### src/rtl/reg_file_ctrl_pkg.sv
// Shared encodings and defaults for the register-file command controller.
// State set grows by VRD/VRD_WAIT when REG_FILE_CTRL_WRITE_VERIFY_EN is defined.
package reg_file_ctrl_pkg;

   localparam int DATA_WIDTH_DEF = 16;
   localparam int ADDR_WIDTH_DEF = 3;

   localparam logic OP_READ  = 1'b0;
   localparam logic OP_WRITE = 1'b1;

`ifdef REG_FILE_CTRL_WRITE_VERIFY_EN
   typedef enum logic [2:0] {
      ST_IDLE     = 3'd0,
      ST_WR       = 3'd1,
      ST_RD       = 3'd2,
      ST_RD_WAIT  = 3'd3,
      ST_RSP      = 3'd4,
      ST_VRD      = 3'd5,
      ST_VRD_WAIT = 3'd6
   } state_t;

   function automatic logic [7:0] sat_inc8(input logic [7:0] v);
      return (v == 8'hFF) ? v : v + 8'd1;
   endfunction
`else
   typedef enum logic [2:0] {
      ST_IDLE     = 3'd0,
      ST_WR       = 3'd1,
      ST_RD       = 3'd2,
      ST_RD_WAIT  = 3'd3,
      ST_RSP      = 3'd4
   } state_t;
`endif

endpackage

### src/rtl/reg_file_ctrl.sv
// Command/response front end for a sync-read register file: read rsp at k+3, write rsp at k+2 (k+4 with verify).
// One command in flight; Rsp_Ready low parks the FSM in RSP with no strobes. Option: REG_FILE_CTRL_WRITE_VERIFY_EN.
module reg_file_ctrl
   import reg_file_ctrl_pkg::*;
#(
   parameter int DATA_WIDTH = DATA_WIDTH_DEF,
   parameter int ADDR_WIDTH = ADDR_WIDTH_DEF
) (
   input  logic                  CLK,
   input  logic                  RST,
   input  logic                  Cmd_Valid,
   output logic                  Cmd_Ready,
   input  logic                  Cmd_Op,
   input  logic [ADDR_WIDTH-1:0] Cmd_Addr,
   input  logic [DATA_WIDTH-1:0] Cmd_Data,
   output logic                  Rsp_Valid,
   input  logic                  Rsp_Ready,
   output logic [DATA_WIDTH-1:0] Rsp_Data,
   output logic                  Rsp_Err,
   output logic                  WrEn,
   output logic                  RdEn,
   output logic [ADDR_WIDTH-1:0] Address,
   output logic [DATA_WIDTH-1:0] WrData,
`ifdef REG_FILE_CTRL_WRITE_VERIFY_EN
   output logic [7:0]            Err_Count,
`endif
   input  logic [DATA_WIDTH-1:0] RdData
);

   state_t                  state;
   logic [ADDR_WIDTH-1:0]   addr_q;
   logic [DATA_WIDTH-1:0]   data_q;
   logic [DATA_WIDTH-1:0]   rsp_data_q;
`ifdef REG_FILE_CTRL_WRITE_VERIFY_EN
   logic                    rsp_err_q;
   logic [7:0]              err_count_q;
`endif

   always_ff @(posedge CLK) begin
      if (!RST) begin
         state      <= ST_IDLE;
         addr_q     <= '0;
         data_q     <= '0;
         rsp_data_q <= '0;
`ifdef REG_FILE_CTRL_WRITE_VERIFY_EN
         rsp_err_q   <= 1'b0;
         err_count_q <= 8'd0;
`endif
      end else begin
         case (state)
            ST_IDLE: begin
               if (Cmd_Valid) begin
                  addr_q <= Cmd_Addr;
                  data_q <= Cmd_Data;
                  state  <= (Cmd_Op == OP_WRITE) ? ST_WR : ST_RD;
               end
            end
            ST_WR: begin
`ifdef REG_FILE_CTRL_WRITE_VERIFY_EN
               state <= ST_VRD;
`else
               rsp_data_q <= '0;
               state      <= ST_RSP;
`endif
            end
            ST_RD: begin
               state <= ST_RD_WAIT;
            end
            ST_RD_WAIT: begin
               rsp_data_q <= RdData;
`ifdef REG_FILE_CTRL_WRITE_VERIFY_EN
               rsp_err_q  <= 1'b0;
`endif
               state      <= ST_RSP;
            end
`ifdef REG_FILE_CTRL_WRITE_VERIFY_EN
            ST_VRD: begin
               state <= ST_VRD_WAIT;
            end
            ST_VRD_WAIT: begin
               rsp_data_q <= RdData;
               rsp_err_q  <= (RdData != data_q);
               if (RdData != data_q)
                  err_count_q <= sat_inc8(err_count_q);
               state <= ST_RSP;
            end
`endif
            ST_RSP: begin
               if (Rsp_Ready)
                  state <= ST_IDLE;
            end
            default: state <= ST_IDLE;
         endcase
      end
   end

   // Ready also drops while reset is held so nothing is accepted during reset.
   assign Cmd_Ready = RST && (state == ST_IDLE);
   assign Rsp_Valid = (state == ST_RSP);
   assign WrEn      = (state == ST_WR);
`ifdef REG_FILE_CTRL_WRITE_VERIFY_EN
   assign RdEn      = (state == ST_RD) || (state == ST_VRD);
   assign Rsp_Err   = rsp_err_q;
   assign Err_Count = err_count_q;
`else
   assign RdEn      = (state == ST_RD);
   assign Rsp_Err   = 1'b0;
`endif
   assign Address   = addr_q;
   assign WrData    = data_q;
   assign Rsp_Data  = rsp_data_q;

endmodule

### config.mk
export PLATFORM = sky130hd
export DESIGN_NAME = reg_file_ctrl
export DESIGN_NICKNAME = d
export VERILOG_FILES = /design/src/rtl/reg_file_ctrl_pkg.sv /design/src/rtl/reg_file_ctrl.sv
export SDC_FILE = /design/constraint.sdc
export NUM_CORES = 1
export LEC_CHECK = 0
export ABC_AREA = 1
export CAP_MARGIN = 30
export CORE_ASPECT_RATIO = 0.5
export CORE_MARGIN = 5
export CORE_UTILIZATION = 39
export DETAILED_ROUTE_END_ITERATION = 8
export PLACE_DENSITY = 0.79
export SYNTH_ARGS = -nofsm -noshare
export SYNTH_HDL_FRONTEND = slang
export SYNTH_SLANG_ARGS = --single-unit
### constraint.sdc
create_clock -name CLK -period 1.3 [get_ports CLK]
set_input_delay 0.26 -clock CLK [delete_from_list [all_inputs] [get_ports CLK]]
set_output_delay 0.26 -clock CLK [all_outputs]
set_load 0.05 [all_outputs]
==> results.txt <==
- In the final layout, the multi-input gates occupy 758 um2.
- Startpoint type of the worst setup path: flip-flop
- Number of buffers between clock root and the deepest sink: 2
* Filler cell count in the final layout: 197
* Final-report hold violation count: 0
* Site Rows: 16
- Timing would allow up to 0.707 GHz.
- Worst-case register-to-register setup slack: -0.05 ns
* Worst clock skew on the final layout: 0.00767 ns
- In the global route stage, met3 resource usage came out at 4.58%.
- Wire length of the first global-routing pass: 8310 um
- Counting every instance in the synthesized netlist gives 186.
- Worst hold path endpoint: state[0]$_SDFFE_PN0P_
- Setup slack after layout: -0.114 ns
- The worst setup path is captured at an output pin.
- Most heavily used metal layer in global routing: met2
- Utilization of the core after routing: 81.4%
- Routed WL per cell: 17.3 um
* Number of CTS-inserted buffers: 5
- Failing checks: negative setup slack
- Power spread over the standard cell area amounts to 1800 nW/um2.
- Input and output buffers added on the ports amount to roughly 80.
- During I/O placement, the number of pins put on the boundary was 80.
- Vertical die dimension: roughly 55 um
* Detail-routed via count per cell: 5.09
- Fraction of met2 tracks used by global routing: between 30% and 40%
- Hold timing on the final database bottoms out at a slack of 0.435 ns.
* Reported max-cap violation count: 0
- Maximum level of the CTS H-tree: 2
* Final slew viol count: 0
- The worst register-to-register path begins at state[1]$_SDFFE_PN0P_.
* Async SR Flop Fraction: 0%
* R2r endpoint: WrData[0]$_SDFFE_PN0P_
- Overall Power: 5.66 mW
- At the worst endpoint, the required time is 1.04 ns.
- Remaining design rule violation count: 0
- Die span in x: about 100 um
* Summed instance area of the synthesized netlist: around 1600 um2
* Start point of the critical path: state[1]$_SDFFE_PN0P_
- Number of placed instances with taps included: 318
* Non-Filler Instances: 339
- Syn avg cell area: ~8.3 um2
* Layout area overhead: 103%
- Setup repair after global routing could not meet its margin everywhere.
- Hold_sp: RST
- Full die area: 5420 um2
- Primary flip-flop cell chosen by synthesis mapping: sky130_fd_sc_hd__dfxtp_1
- Critical path class: reg2out
- Arrival time of data at the critical path endpoint: ~1.2 ns
* Final antenna-violating net count: 0
- Global placement routability congestion: approximately 0.75
- For this run, global-route usage on met1 was measured as 22.0%.
- CTS tree: yes
- Summing all placed instances gives a cell area of 2850 um2.
- For the worst-skew pair, the clock arrives at the later sink with an insertion delay of 0.29 ns.
- In this run, synthesis inferred 0 flip-flops with an integrated enable.
- Initial Util: 40.2%
- Worst Reg2Reg Path Length in Cells: 6
- The total overflow left after global routing is 0.
* Worst setup slack before clock tree synthesis: -0.137 ns
* Total half-perimeter wirelength after legalization and detailed placement: about 3600 um
- The analysis attributes to cell leakage a power of 1.20 nW.
- Post-synthesis cell type count: 23
- After clock tree synthesis, the clock-pin slew on the worst setup and hold paths is 0.08 ns.
* Instance count along the most critical hold path: 3
* Total area of sequential cells: 772 um2
* Net Count, Synth: 226
- In the final design database the tool counted 324 nets.
- The finished cells cover 3150 um2.
- GRT Util Overall: between 10% and 20%
- Worst supply voltage drop on vdd: 1010 uV
* Pin count of the biggest net entering global routing: 37
- Root cell of the clock tree: sky130_fd_sc_hd__clkbuf_8
- Setup violations remaining at the end of the flow were counted as 9.
- Yosys warning count: 0
- Number of storage elements in the synthesis netlist: 38
* Sequential area share after synthesis: 49.0%
* Status: finished with violations
- Antenna violations before repair: 0
- DRT Wirelength: approximately 5900 um
* Via count: 1,727
- Drt first pass iters: 4
- Placeable core area: 3860 um2
- Antenna diode instance count: 0
- Maximum fanout encountered on the critical timing path: 4
- The first routing iteration left 80 violations.
- The smallest clock period supported by the final layout is computed as 1.41 ns.
- The number of global-route vias before repair was 1,737.
* Final period util: 109%
* Total clock sinks: 38
- Class of the tightest hold or removal check: in2reg
* Fraction of layout instances using a drive strength above 1: 38.2%
- For the final routed database, the setup TNS stands at -0.551 ns.
==> power breakdown <==
part	total, mW	internal, mW	switching, mW	leakage [nW]
Sequential	1.63	1.37	0.257	0.311
Combinational	3.25	1.53	1.72	0.845
Clock	0.786	0.381	0.404	0.0395
==> area by class of cell <==
class                      instances  area share, %
inverter                           7           1.19
clock buffer                       8           2.54
sequential                        38           24.5
timing repair buffer             104           45.5
tap                               54           2.15
multi-input combinational        128           24.1
==> critical path, cell delays in order, from the launching register on <==
cell                      delay, ns
sky130_fd_sc_hd__dfxtp_4       0.37
sky130_fd_sc_hd__nor4_4        0.32
sky130_fd_sc_hd__buf_12        0.18
==> synthesized netlist by cell type, types with 2 or more instances <==
library cell               number  area share [%]
sky130_fd_sc_hd__a21oi_1       26             8.4
sky130_fd_sc_hd__a21oi_2       10             5.6
sky130_fd_sc_hd__buf_1          4            0.97
sky130_fd_sc_hd__buf_2          4             1.3
sky130_fd_sc_hd__clkbuf_1       2            0.48
sky130_fd_sc_hd__dfxtp_1       38              49
sky130_fd_sc_hd__inv_1          4            0.97
sky130_fd_sc_hd__inv_2          3            0.73
sky130_fd_sc_hd__nand2_1       45              11
sky130_fd_sc_hd__nand2_2       10             4.0
sky130_fd_sc_hd__nand3_1        5             1.6
sky130_fd_sc_hd__nand4_1       19             7.7
sky130_fd_sc_hd__nor2_1         6             1.5
==> worst max path at each step <==
stage	depth (start not counted)	slack (ns)	end
after global placement	4	-0.12	Cmd_Ready
after floorplan	1	-0.05	Cmd_Ready
after detailed placement	4	-0.14	Cmd_Ready
after CTS	3	-0.11	Rsp_Valid
after global routing	5	-0.15	RdEn
final	2	-0.11	Cmd_Ready
==> routing by layer <==
layer  up-vias  wire, um
met1       831      2300
met2        60      3190
met4         0       129
met5         -         0
met3        14       254
li1        822         -
==> logic make-up after synthesis <==
logic type | share of synthesized area [%]
other cells | 0.242
buf+inv | 6.94
simple gates | 29.8
compound gates | 14.0
flops | 49.0
==> registers in the layout, summed over array words and instances (netlist names) <==
signal and flops:
WrData 16, state 3, Rsp_Data 16, Address 3
==> repair_timing <==
| item | CTS | global route |
|---|---|---|
| hold buffers | 0 | 0 |
| resized for setup | 9 | 18 |
| gates cloned | 0 | 2 |
| setup buffers | 4 | 7 |
| endpoints found under the setup margin | 4 | 30 |
| pin swaps | 3 | 6 |
==> cell usage in the layout (no fill, tap or decap) <==
cell	count
sky130_fd_sc_hd__buf_8	1
sky130_fd_sc_hd__nand2_8	1
sky130_fd_sc_hd__nand4_1	19
sky130_fd_sc_hd__nand3_1	5
sky130_fd_sc_hd__nand2_4	1
sky130_fd_sc_hd__nand2_1	43
sky130_fd_sc_hd__buf_12	41
sky130_fd_sc_hd__clkdlybuf4s50_1	38
sky130_fd_sc_hd__buf_6	9
sky130_fd_sc_hd__nand3_4	1
sky130_fd_sc_hd__inv_2	2
sky130_fd_sc_hd__conb_1	1
sky130_fd_sc_hd__clkinvlp_4	1
sky130_fd_sc_hd__nor2_4	3
sky130_fd_sc_hd__dfxtp_1	35
sky130_fd_sc_hd__buf_4	14
sky130_fd_sc_hd__nor3_4	1
sky130_fd_sc_hd__clkbuf_1	3
sky130_fd_sc_hd__nor4_4	1
sky130_fd_sc_hd__a21oi_2	12
sky130_fd_sc_hd__inv_8	1
sky130_fd_sc_hd__nor2_8	1
sky130_fd_sc_hd__a21oi_1	24
sky130_fd_sc_hd__nor2_1	4
sky130_fd_sc_hd__nand2_2	11
sky130_fd_sc_hd__dlygate4sd2_1	1
sky130_fd_sc_hd__inv_1	3
sky130_fd_sc_hd__clkbuf_8	5
sky130_fd_sc_hd__dfxtp_4	3
No activity file was read; power rests on OpenSTA's default activity.
==> RTL change 1, RTL diff (same settings) <==
Re-encode `state_t` (5 states) as one-hot, 5 bits wide.
--- a/src/rtl/reg_file_ctrl_pkg.sv
+++ b/src/rtl/reg_file_ctrl_pkg.sv
@@ -23,12 +23,12 @@
       return (v == 8'hFF) ? v : v + 8'd1;
    endfunction
 `else
-   typedef enum logic [2:0] {
-      ST_IDLE     = 3'd0,
-      ST_WR       = 3'd1,
-      ST_RD       = 3'd2,
-      ST_RD_WAIT  = 3'd3,
-      ST_RSP      = 3'd4
+   typedef enum logic [4:0] {
+      ST_IDLE     = 5'b00001,
+      ST_WR       = 5'b00010,
+      ST_RD       = 5'b00100,
+      ST_RD_WAIT  = 5'b01000,
+      ST_RSP      = 5'b10000
    } state_t;
 `endif
 
Function: no difference found for any inputs over 10 cycles, from zero or initial values and one cycle with RST low; not proved beyond that.
==> RTL change 1 against the original RTL <==
The flow still finishes with violations (setup timing). Routed wire length rose by 14%. Die area rose by 13%. Area after synthesis rose by 15%. Critical endpoint unchanged. Sequential cell count rose by 2. Worst setup slack got worse by 0.12 ns. Design area rose by 7.3%.
Power is not compared: it rests on default switching activity, and its combinational part moved more than twofold at a synthesized area within 25%.
==> RTL change 1: results (changes against the original RTL) <==
grt met1 use: 20.5% (-1.6 points)
gr usage total: 19.2% (-0.54 points)
root buf cell: clkbuf_8
most instantiated cells after synthesis: nand2_1 (45), nor2_1 (43), dfxtp_1 (40), inv_1 (28), nand4_1 (19)
status: finished, violations left
Placed Cells: 370 (+16%)
share of layout cells above drive strength 1: 31.3% (-7.0 points)
Ys Warns: 0 (unchanged)
# port buffers: 78 (unchanged)
placer congestion estimate: 0.804 (+7.6%)
Post-DP Area: 3060 um2 (+7.4%)
fillcell total: 260 (+32%)
H-tree levels: 2 (unchanged)
async set or reset register ratio after synthesis: 0% (unchanged)
largest net degree at the start of global routing: 41 (+11%)
Setup-failing EPs final: 28 (+19)
CP max FO: 4 (unchanged)
final worst setup slack: -0.231 ns (-0.117 ns)
initial antenna violation count: 0 (unchanged)
setup TNS: -4.44 ns (-3.89 ns)
Yosys cell types: 21 (-8.7%)
Avg Vias per Cell: 5.10 (about the same)
Avg Cell Area, Syn: 7.51 um2 (-9.9%)
Fin Clk Skew: 0.0120 ns (+0.00438 ns)
TritonRoute pass-1 iters: 4 (unchanged)
DR iter-0 viols: 118 (+48%)
clk_lat worst skew: 0.30 ns
Hold Path Class: flop to flop
syn_nets: 277 (+23%)
Post-Place Worst Slack: -0.105 ns (+0.0318 ns)
Final Power: 3.56 mW
first-pass GRT wire length: 9.25 mm (+11%)
DP HPWL: 3.83 mm (+7.2%)
failing checks: setup timing
Top pwr grp: registers
vias in the first global route: 1893 (+9.0%)
post-synthesis sequential area ratio: 45.0% (-4.1 points)
nets@finish: 375 (+16%)
met3 usage: 4.45% (-0.13 points)
GRT met2 Usage: 36.1% (-1.5 points)
drt wl/cell: 17.1 um (-1.3%)
top post-synthesis cells by area: dfxtp_1 (45%), nand2_1 (9.5%), nor2_1 (9.1%), nand4_1 (6.7%), inv_1 (5.9%)
final non-filler cell total: 393 (+16%)
==> RTL change 1: kinds of logic after synthesis <==
logic type             after synthesis  share of synthesized area (%)
buffers and inverters               46                           13.1
flip-flops                          40                           45.0
AO/OA/AOI/OAI                       17                           5.69
AND/OR/NAND/NOR                    133                           36.0
other                                1                          0.211
==> RTL change 1: worst paths after layout <==
kind,cells past startpoint,endpoint,startpoint,slack (ns)
setup / recovery,5,Cmd_Ready,state[3],-0.23
hold / removal,2,Rsp_Data[15],Rsp_Data[15],0.52
setup reg to reg,9,WrData[0],state[3],-0.20
hold reg to reg,2,Rsp_Data[15],Rsp_Data[15],0.52
==> RTL change 1: critical path, stage by stage, from the launching register on <==
cell and delay (ns):
dfxtp_2 0.35, nor2_4 0.14, buf_4 0.13, nand3_2 0.08, nor2_4 0.12, buf_12 0.14
==> RTL change 1: final cells by class <==
| type | instances | area [um2] | area share [%] |
|---|---|---|---|
| clock buffers | 8 | 90.1 | 2.67 |
| inverters | 30 | 121 | 3.59 |
| multi-input cells | 151 | 811 | 24.0 |
| flip-flops and latches | 40 | 815 | 24.1 |
| well taps | 57 | 71.3 | 2.11 |
| repair buffers | 107 | 1470 | 43.5 |
==> RTL change 1: layer usage <==
metal	wire [um]	up-vias	part of all wire, %
met2	3580	93	53
li1	-	955	-
met5	0	-	0
met4	248	0	3.7
met1	2490	936	37
met3	411	19	6.1
==> RTL change 1: timing repair <==
action                                 4_1_cts  5_1_grt
gates cloned                                 0        3
endpoints found under the hold margin        0        0
gates resized for setup                     16        8
pin swaps                                    6        3
setup endpoints to repair                    5       29
setup buffers                                6        6
==> RTL change 2, RTL diff (config.mk and constraints unchanged) <==
Without the edit above. Build with the macro `REG_FILE_CTRL_WRITE_VERIFY_EN` defined.
--- a/src/rtl/reg_file_ctrl_pkg.sv
+++ b/src/rtl/reg_file_ctrl_pkg.sv
@@ -1,5 +1,7 @@
 // Shared encodings and defaults for the register-file command controller.
 // State set grows by VRD/VRD_WAIT when REG_FILE_CTRL_WRITE_VERIFY_EN is defined.
+`define REG_FILE_CTRL_WRITE_VERIFY_EN
+
 package reg_file_ctrl_pkg;
 
    localparam int DATA_WIDTH_DEF = 16;
Check against the original RTL (old outputs only; new: Err_Count): not equivalent (Yosys sat finds a counterexample within 4 cycles, from zero or initial values and one cycle with RST low).
==> RTL change 2 against the original RTL <==
The flow still finishes with violations (setup timing). Critical endpoint is now Err_Count[6]. Routed wire length increased by 140%. Sequential cell count grew 9. Worst hold slack better by 0.024 ns. Sequential power is 21% higher. Count of clock-buffer cells in the layout shrank 3. Area after synthesis is 46% higher. Worst setup slack got worse by 0.26 ns. Power grew 32%. Via count is 95% higher. Largest power group unchanged. Combinational power up 29%. Synthesized cell count increased by 76%. Critical path depth up 9. Design area rose by 64%.
==> RTL change 2: results (changes against the original RTL) <==
status: finished, violations left
failing checks: setup timing
Yosys cell types: 28 (+22%)
root buf cell: clkbuf_16
final non-filler cell total: 577 (+70%)
nets@finish: 543 (+68%)
TritonRoute pass-1 iters: 7 (+3)
Post-Place Worst Slack: -0.596 ns (-0.460 ns)
post-synthesis compound-gate area fraction: 17.7% (+3.7 points)
Resize count post-CTS: 58 (+49)
DR vias: 3364 (+95%)
worst hold stages: 4 (+1)
Synth Instances: 327 (+76%)
switch share: 41.6% (-0.52 points)
most instantiated cells after synthesis: nand2_1 (80), inv_1 (52), dfxtp_1 (47), nor2_1 (28), a21oi_1 (26)
worst r2r dst: Err_Count[6]
P_sw: 3.12 mW (+31%)
fillcell total: 175 (-11%)
final worst setup slack: -0.373 ns (-0.258 ns)
Worst Hold Launch: RdData[10]
Fin Clk Skew: 0.00459 ns (-0.00308 ns)
share of layout cells above drive strength 1: 56.7% (+18 points)
initial antenna violation count: 1 (+1)
Hold Path End: Rsp_Data[10]
vias in the first global route: 3095 (+78%)
Hold WS: 0.458 ns (+0.0236 ns)
Sequential Power: 1.98 mW (+21%)
placer congestion estimate: 0.841 (+13%)
Post-Synth Adder-Cell Area: 0.554% (+0.55 points)
CP endpoint kind: flop
largest net degree at the start of global routing: 36 (-2.7%)
gr usage total: 26.1% (+6.4 points)
Setup-failing EPs final: 47 (+38)
r2r worst-path depth: 11 (+5)
Leak: 2.27 nW (+90%)
# port buffers: 87 (+12%)
VDD IR max: 0.00130 V (+28%)
first-pass GRT wire length: 15.9 mm (+91%)
xor/xnor cell area share of the yosys netlist: 0.776% (+0.78 points)
syn_nets: 368 (+63%)
cell family with the largest share of critical-path delay: simple AND/OR/NAND/NOR gates
top post-synthesis cells by area: dfxtp_1 (42%), nand2_1 (13%), inv_1 (8.6%), a21oi_1 (5.8%), nor2_1 (4.7%)
P_clk: 1.33 mW (+69%)
Post-DP Area: 4270 um2 (+50%)
## RTL change 2: cell count changes after synthesis, sizes merged, moves of 4 or more
cell and delta:
nand3 +4, nand2 +28, inv +47, dfxtp +9
nand4 -11, nor2 +23, o21ai +34
## RTL change 2: final cells by class
cell class,count,share of cell area [%]
Tap cell,73,1.77
Inverter,54,4.13
Multi-Input combinational cell,213,28.1
Timing Repair Buffer,181,43.2
Sequential cell,47,20.0
Antenna cell,1,0.0486
Clock inverter,3,0.389
Clock buffer,5,2.43
## RTL change 2: per-layer routing
layer	up-vias	global-route usage, %	share of wire [%]
met2	312	47.3	48
li1	1385	-	-
met5	-	0	0
met3	94	5.37	8.2
met4	0	14.7	5.9
met1	1573	29.2	38
## RTL change 2: kinds of logic after synthesis
family,Yosys count
xor gates and xnor gates,2
buffers and inverters,67
AOI/OAI and AO/OA,72
adders and majority gates,1
and+or+nand+nor,138
DFF,47
